[src/rtl/snake_food_sched.sv]
// Food-placement scheduler for Snake: draws X/Y candidates from an 8-bit Galois LFSR,
//   range-rejects them, checks occupancy over a valid/done handshake, then reports a free cell or a fail.
// Latency: req -> chk_valid after 3 edges best case, food_valid one edge after chk_done.
// Backpressure: chk_valid holds with stable chk_x/chk_y until chk_done; req is ignored while busy.
//
// Ports:
//   clk, rst           clock, asynchronous active-low reset
//   seed_load/seed_in  reseed the LFSR (0x00 is replaced by 0xFF); has priority over the advance
//   req / busy         new-food request (taken only in IDLE) / scheduler active
//   chk_valid/x/y      candidate cell presented to the body-occupancy logic
//   chk_done/chk_hit   occupancy answer and its result (1 = occupied)
//   food_valid/x/y     one-cycle pulse with the accepted free cell; x/y hold the last accepted cell
//   fail               one-cycle pulse when MAX_TRIES occupied candidates were seen
//   rand_o             current LFSR state
module snake_food_sched #(
  parameter int GRID_W    = 40,
  parameter int GRID_H    = 30,
  parameter int X_W       = 6,
  parameter int Y_W       = 5,
  parameter int MAX_TRIES = 16
) (
  input  logic           clk,
  input  logic           rst,
  input  logic           seed_load,
  input  logic [7:0]     seed_in,
  input  logic           req,
  output logic           busy,
  output logic           chk_valid,
  output logic [X_W-1:0] chk_x,
  output logic [Y_W-1:0] chk_y,
  input  logic           chk_done,
  input  logic           chk_hit,
  output logic           food_valid,
  output logic [X_W-1:0] food_x,
  output logic [Y_W-1:0] food_y,
  output logic           fail,
  output logic [7:0]     rand_o
);

  typedef enum logic [1:0] {
    S_IDLE   = 2'd0,
    S_DRAW_X = 2'd1,
    S_DRAW_Y = 2'd2,
    S_CHECK  = 2'd3
  } state_t;

  // Compare in 9 bits so GRID_W/GRID_H == 256 is representable.
  localparam logic [8:0] GRID_W_L = 9'(GRID_W);
  localparam logic [8:0] GRID_H_L = 9'(GRID_H);
  localparam logic [7:0] TRY_LAST = 8'(MAX_TRIES - 1);

  state_t         state_q;
  logic [7:0]     lfsr_q;
  logic [7:0]     lfsr_d;
  logic [7:0]     try_q;
  logic           busy_q;
  logic           chk_valid_q;
  logic [X_W-1:0] chk_x_q;
  logic [Y_W-1:0] chk_y_q;
  logic           food_valid_q;
  logic [X_W-1:0] food_x_q;
  logic [Y_W-1:0] food_y_q;
  logic           fail_q;

  logic [X_W-1:0] cand_x;
  logic [Y_W-1:0] cand_y;
  logic           x_ok;
  logic           y_ok;

  // Next LFSR value: reseed wins over the free-running advance; a zero seed would lock up.
  always_comb begin
    lfsr_d = {lfsr_q[6:5], lfsr_q[4], lfsr_q[3] ^ lfsr_q[7], lfsr_q[2] ^ lfsr_q[7],
              lfsr_q[1] ^ lfsr_q[7], lfsr_q[0], lfsr_q[7]};
    if (seed_load) begin
      lfsr_d = (seed_in == 8'h00) ? 8'hFF : seed_in;
    end
  end

  // X comes from the low bits, Y from the high bits, so consecutive draws are less correlated.
  always_comb begin
    cand_x = lfsr_q[X_W-1:0];
    cand_y = lfsr_q[7:8-Y_W];
    x_ok   = 9'(cand_x) < GRID_W_L;
    y_ok   = 9'(cand_y) < GRID_H_L;
  end

  always_ff @(posedge clk or negedge rst) begin
    if (!rst) begin
      state_q      <= S_IDLE;
      lfsr_q       <= 8'hFF;
      try_q        <= '0;
      busy_q       <= 1'b0;
      chk_valid_q  <= 1'b0;
      chk_x_q      <= '0;
      chk_y_q      <= '0;
      food_valid_q <= 1'b0;
      food_x_q     <= '0;
      food_y_q     <= '0;
      fail_q       <= 1'b0;
    end else begin
      lfsr_q       <= lfsr_d;
      food_valid_q <= 1'b0;
      fail_q       <= 1'b0;
      case (state_q)
        S_IDLE: begin
          if (req) begin
            state_q <= S_DRAW_X;
            try_q   <= '0;
            busy_q  <= 1'b1;
          end
        end
        S_DRAW_X: begin
          // Out-of-range draws simply wait for the next LFSR value; they cost no tries.
          if (x_ok) begin
            chk_x_q <= cand_x;
            state_q <= S_DRAW_Y;
          end
        end
        S_DRAW_Y: begin
          if (y_ok) begin
            chk_y_q     <= cand_y;
            chk_valid_q <= 1'b1;
            state_q     <= S_CHECK;
          end
        end
        S_CHECK: begin
          if (chk_done) begin
            chk_valid_q <= 1'b0;
            try_q       <= try_q + 8'd1;
            if (!chk_hit) begin
              food_x_q     <= chk_x_q;
              food_y_q     <= chk_y_q;
              food_valid_q <= 1'b1;
              state_q      <= S_IDLE;
              busy_q       <= 1'b0;
            end else if (try_q == TRY_LAST) begin
              fail_q  <= 1'b1;
              state_q <= S_IDLE;
              busy_q  <= 1'b0;
            end else begin
              state_q <= S_DRAW_X;
            end
          end
        end
        default: begin
          state_q     <= S_IDLE;
          busy_q      <= 1'b0;
          chk_valid_q <= 1'b0;
        end
      endcase
    end
  end

  assign busy       = busy_q;
  assign chk_valid  = chk_valid_q;
  assign chk_x      = chk_x_q;
  assign chk_y      = chk_y_q;
  assign food_valid = food_valid_q;
  assign food_x     = food_x_q;
  assign food_y     = food_y_q;
  assign fail       = fail_q;
  assign rand_o     = lfsr_q;

endmodule

[config.mk]
export PLATFORM = sky130hd
export DESIGN_NAME = snake_food_sched
export DESIGN_NICKNAME = d
export VERILOG_FILES = /design/src/rtl/snake_food_sched.sv
export SDC_FILE = /design/constraint.sdc
export NUM_CORES = 1
export LEC_CHECK = 0
export CAP_MARGIN = 10
export CORE_UTILIZATION = 45
export CTS_BUF_LIST = sky130_fd_sc_hd__clkbuf_16
export CTS_CLUSTER_SIZE = 16
export DETAILED_ROUTE_END_ITERATION = 16
export GPL_TIMING_DRIVEN = 0
export PLACE_DENSITY = 0.76
export SLEW_MARGIN = 30
export SYNTH_ARGS = -nofsm -noshare
export SYNTH_HDL_FRONTEND = slang
export SYNTH_SLANG_ARGS = --single-unit
[constraint.sdc]
create_clock -name clk -period 1.48 [get_ports clk]
set_input_delay 0.148 -clock clk [delete_from_list [all_inputs] [get_ports clk]]
set_output_delay 0.148 -clock clk [all_outputs]
set_load 0.02 [all_outputs]
Word-level counts from Yosys, hierarchy flattened
Index checks and enable logic that the tools add are counted.

Add/subtract/negate cells: 1. $lt $le $gt $ge: 2. Equal/unequal tests: 9. Muxes and demuxes: 27. Bitwise operators: 4. Reductions and logical operators: 11.

Operators by type and width (number): 8-bit two-way mux (4); 8-bit one-hot mux with 2 select lines (1); 1-bit two-way mux (15); 3-bit AND reduction (3); 8-bit by 1-bit adder with 8-bit output, second input constant (1); 8-bit by 4-bit equality test with 1-bit output, second input constant (1); 8-bit zero test (1); 2-bit two-way mux (4); 2-bit inequality test, second input constant (4); 2-bit one-hot mux with 4 select lines (1); 4-bit AND reduction (2); 6-bit < comparator, second input constant (1); 5-bit < comparator, second input constant (1); 2-bit equality test, second input constant (2); 1-bit one-hot mux with 2 select lines (2); 2-bit AND reduction (2); 2-bit nonzero test (2); 3-bit inequality test, second input constant (1); 1-bit XOR (3); 2-bit by 1-bit equality test with 1-bit output, second input constant (1); 2-bit zero test (1); 1-bit inverter (1).

Bits in registers: 44. Logic and storage cells: 65.

Longest topological paths before layout
Depth in word-level cells: 5. Mapped depth: 7. Gate-level depth less buffers: 6.

Worst setup path before layout
Ideal clock, no wire load.

Path type: register to register. Start point: register state_q[0]. End point: register try_q[6]. Setup time: 0.124 ns. Data arrival time: 1.499 ns. Slack: -0.143 ns. Stages on the path, launching flop included: 7. Clock period less this slack: 1.623 ns. Cell sequence: dfrtp_1 > inv_1 > ha_1 > nand2b_2 > o211ai_4 > and4bb_1 > a211o_1.

Word-level cells in the longest chain between the ends: 3. Elaborated cells between the ends (all ways): 7.

RTL lines: from (decl) (line 52) `state_t state_q;`; from (signal assigned) (line 89) `state_q <= S_IDLE;`; from (signal assigned) (line 107) `state_q <= S_DRAW_X;`; from (signal assigned) (line 116) `state_q <= S_DRAW_Y;`; 2-bit equality test / 2-bit zero test (equally long branches) (line 104) `case (state_q)`; 2-bit inequality test (no line) / 2-bit nonzero test (equally long branches); 3-bit AND reduction (no line); to (signal assigned) (line 129) `try_q <= try_q + 8'd1;`; to (decl) (line 55) `logic [7:0] try_q;`.

Parallel ways exist; a longest one is shown, timed or not. A chain may end at the register's enable or synchronous reset.

Worst setup path in the final report
Start point: register try_q[6]. End point: register state_q[0].

Word-level cells in the longest chain between the ends: 5.

RTL lines: 8-bit by 4-bit equality test with 1-bit output (line 136) `end else if (try_q == TRY_LAST) begin`; 1-bit two-way mux (line 136); 1-bit two-way mux (line 130) `if (!chk_hit) begin`; 2-bit two-way mux (line 127) `if (chk_done) begin`; 2-bit one-hot mux with 4 select lines (line 104); to (signal assigned) (line 107); to (signal assigned) (line 134) `state_q <= S_IDLE;`; to (signal assigned) (line 138) `state_q <= S_IDLE;`.

Every way passes these cells. The select of a mux whose other input is x is not followed.

==> flow_metrics.env <==
export IMPL_grt_overflow=0
export IMPL_drt_initial_drc_count=130
export IMPL_whs_ps=182.7
export IMPL_grt_setup_unrepaired="yes"
export IMPL_drc=0
export IMPL_muxShareOfSynthArea=0.04300
export IMPL_nets=279
export IMPL_postRouteAntennaNets=0
export IMPL_port_buffers=45
export IMPL_grt_antenna_before_repair=0
export IMPL_htree_num_levels=2
export IMPL_wl_mm=4.879
export IMPL_yosysSeqAreaShare=0.5379
export IMPL_critical_path_required_ps=1640
export IMPL_ys_async_sr_fraction=1.000
export IMPL_synthAdderAreaFrac=0.03634
export IMPL_tightest_slew_ps=567.4
export IMPL_ys_ff_latch=44
export IMPL_slew_headroom=0.6182
export IMPL_final_core_util=0.6952
export IMPL_synth_nets=210
export IMPL_critical_path_class="flop to flop"
export IMPL_drv_cap=0
export IMPL_finalCriticalPeriod_ps=1641
export IMPL_ys_warnings_count=0
export IMPL_synth_compound_area_frac=0.1647
export IMPL_peakVddDrop_mv=1.113
export IMPL_hold_viol=0
export IMPL_insertedDiodeCount=0
export IMPL_yosysTopAreaCell="dfrtp_1"
export IMPL_start_kind="flop"
export IMPL_drt_first_pass_iters=4
export IMPL_clock_sinks=44
export IMPL_multiInputGateArea_um2=998.5
export IMPL_status="finished, violations left"
export IMPL_gp_congestion=0.7907
export IMPL_synthSimpleGateAreaFrac=0.1726
export IMPL_r2r_cells=3
export IMPL_synth_top_family_by_area="simple AND/OR/NAND/NOR gates"
export IMPL_clk_latency_ps=280
export IMPL_ys_types=44
export IMPL_routed_via_density=5.401
export IMPL_syn_inst=190
export IMPL_synth_edf_count=0
export IMPL_min_path_cells=3
export IMPL_netSwitchingFraction=0.3625
export IMPL_synthXorXnorAreaFrac=0.01272
export IMPL_p_per_area_nw_per_um2=2093
export IMPL_register_area_um2=1112
export IMPL_fp_row_count=24
export IMPL_fp_coreArea_um2=4384
export IMPL_syn_avg_cell_area_um2=10.87
export IMPL_die_y_um=69.76
export IMPL_power_frac_clock=0.197
export IMPL_grt_max_degree=45
export IMPL_cts_root_buf="clkbuf_16"
export IMPL_grt_util_all_layers=0.2049
export IMPL_cts_tree="yes"
export IMPL_grt_pass1_wl_mm=7.838
export IMPL_drv_slew=0
export IMPL_pre_cts_slack_ps=-182.4
export IMPL_clockBufferDepth=2
export IMPL_p_leak_nw=1.366
export IMPL_seq_power_share=0.313
export IMPL_synthesis_area_um2=2066
export IMPL_yosys_top_cells_count="nand2_1, dfrtp_1, o22a_1"
export IMPL_arrival_ps=1800
export IMPL_hold_class="input port to flop"
export IMPL_place_hpwl_mm=3.099
export IMPL_nFillCells=321
export IMPL_num_vias=1685
export IMPL_synth_most_common_cell="nand2_1"
export IMPL_endpoint_kind="flop"
export IMPL_cts_buffers=5
export IMPL_detail_route_wl_per_cell_um=15.64
export IMPL_ios=48
export IMPL_drive_gt1_frac=0.3269
export IMPL_finClkSkew_ps=2.016
export IMPL_setup_ws_ps=-160.9
export IMPL_die_width_um=69.76
export IMPL_die_area_um2=4866
export IMPL_synth_area_top_cells="dfrtp_1, dfstp_2, nand2_1, o22a_1, ha_1"
export IMPL_fmax_mhz=609.4
export IMPL_grt_pass1_vias=1631
export IMPL_p_comb_frac=0.490
export IMPL_start_util=0.4712
export IMPL_violations="negative setup slack"
export IMPL_p_sw_mw=2.313
export IMPL_setup_viol=18
export IMPL_crit_fanout=5
export IMPL_clkTransAtPathRegs_ps=60
export IMPL_synthFlopType="dfrtp_1"
export IMPL_fin_crit_sh=1.109
export IMPL_p_int_mw=4.067
export IMPL_yosysTopAreaCellShare=0.4361
export IMPL_area_growth_pct=47.55
critical path: stages (launching register included):
cell and delay (ps):
dfrtp_1 420, nor4_1 550, a21oi_2 160, o41a_1 390
registers in the layout (all words and copies together), names as in the netlist, 2 cells and up:
| signal | flops |
|---|---|
| chk_x | 6 |
| chk_y | 5 |
| food_x | 6 |
| food_y | 5 |
| rand_o | 8 |
| state_q | 2 |
| try_q | 8 |
metal layers:
metal | vias to the layer above | GRT usage | part of all wire
met4 | 0 | 0.07556 | 0.013
met3 | 6 | 0.03052 | 0.034
met2 | 43 | 0.3225 | 0.51
met5 | - | 0 | 0
met1 | 825 | 0.2891 | 0.44
li1 | 811 | - | -
area by class of cell:
type | count | share of cell area
Sequential cell | 44 | 0.3649
Multi-Input combinational cell | 130 | 0.3276
Clock inverter | 3 | 0.01396
Buffer | 7 | 0.02340
Tap cell | 52 | 0.02135
Timing Repair Buffer | 62 | 0.1966
Clock buffer | 5 | 0.04105
Inverter | 9 | 0.01108
metrics by stage:
step | setup TNS, ps | std cells | total power [mW] | area (µm²)
after floorplan | -102.1 | 190 | 3.455 | 2098
after global placement | -38900 | 287 | 4.425 | 2614
after detailed placement | -2753 | 287 | 4.483 | 2611
after CTS | -541.0 | 307 | 6.118 | 2902
after global routing | -2013 | 312 | 6.736 | 3048
final | -740.2 | 312 | 6.379 | 3048
layout by cell type (no fill, tap or decap), types with 3 or more instances in the layout:
master and n:
nand2_2 13, o22a_1 11, ha_2 3, dfstp_2 8, nand3_1 3, o21ai_0 7, nor2_1 5, buf_6 9
dlygate4sd2_1 8, inv_1 6, dfrtp_1 35, dlymetal6s2s_1 5, mux2_2 6, nand2b_1 3, buf_4 13, clkdlybuf4s50_1 31
inv_2 3, a22o_1 5, xor2_1 3, clkbuf_16 5, nand2_1 28
kinds of logic after synthesis:
kind of cell             Yosys count
AO/OA/AOI/OAI                     43
XOR/XNOR                           3
flip-flops                        44
buffers and inverters             16
AND/OR/NAND/NOR                   70
adder cells (fa/ha/maj)            6
multiplexers                       8
path summary, 6_finish.rpt:
check                                            from                     end  slack (ps)
worst max-delay path             try_q[6]$_DFFE_PN0P_  state_q[0]$_DFFE_PN0P_        -160
worst min-delay path                         chk_done          fail$_DFF_PN0_         180
worst max register to register   try_q[6]$_DFFE_PN0P_  state_q[0]$_DFFE_PN0P_        -160
worst min register to register  food_y[1]$_DFFE_PN0P_   food_y[1]$_DFFE_PN0P_         480
max in group asynchronous                         rst    try_q[0]$_DFFE_PN0P_         670
min in group asynchronous                         rst    try_q[6]$_DFFE_PN0P_         410
power by group through the flow:
stage          registers [mW]  logic [mW]  clock network (mW)
6_report                 2.00        3.13                1.26
5_1_grt                  2.05        3.35                1.34
4_1_cts                  1.97        2.87                1.28
3_5_place_dp             1.99        2.49                   0
3_3_place_gp             1.98        2.44                   0
2_1_floorplan            2.34        1.11                   0
what timing repair did:
item	in CTS	in global routing
pin swaps	7	10
endpoints found under the setup margin	32	23
cloned	0	1
resized for setup	21	40
hold buffers	1	0
setup buffers	11	4
hold endpoints to repair	36	0
Power figures use the tool's default switching activity.
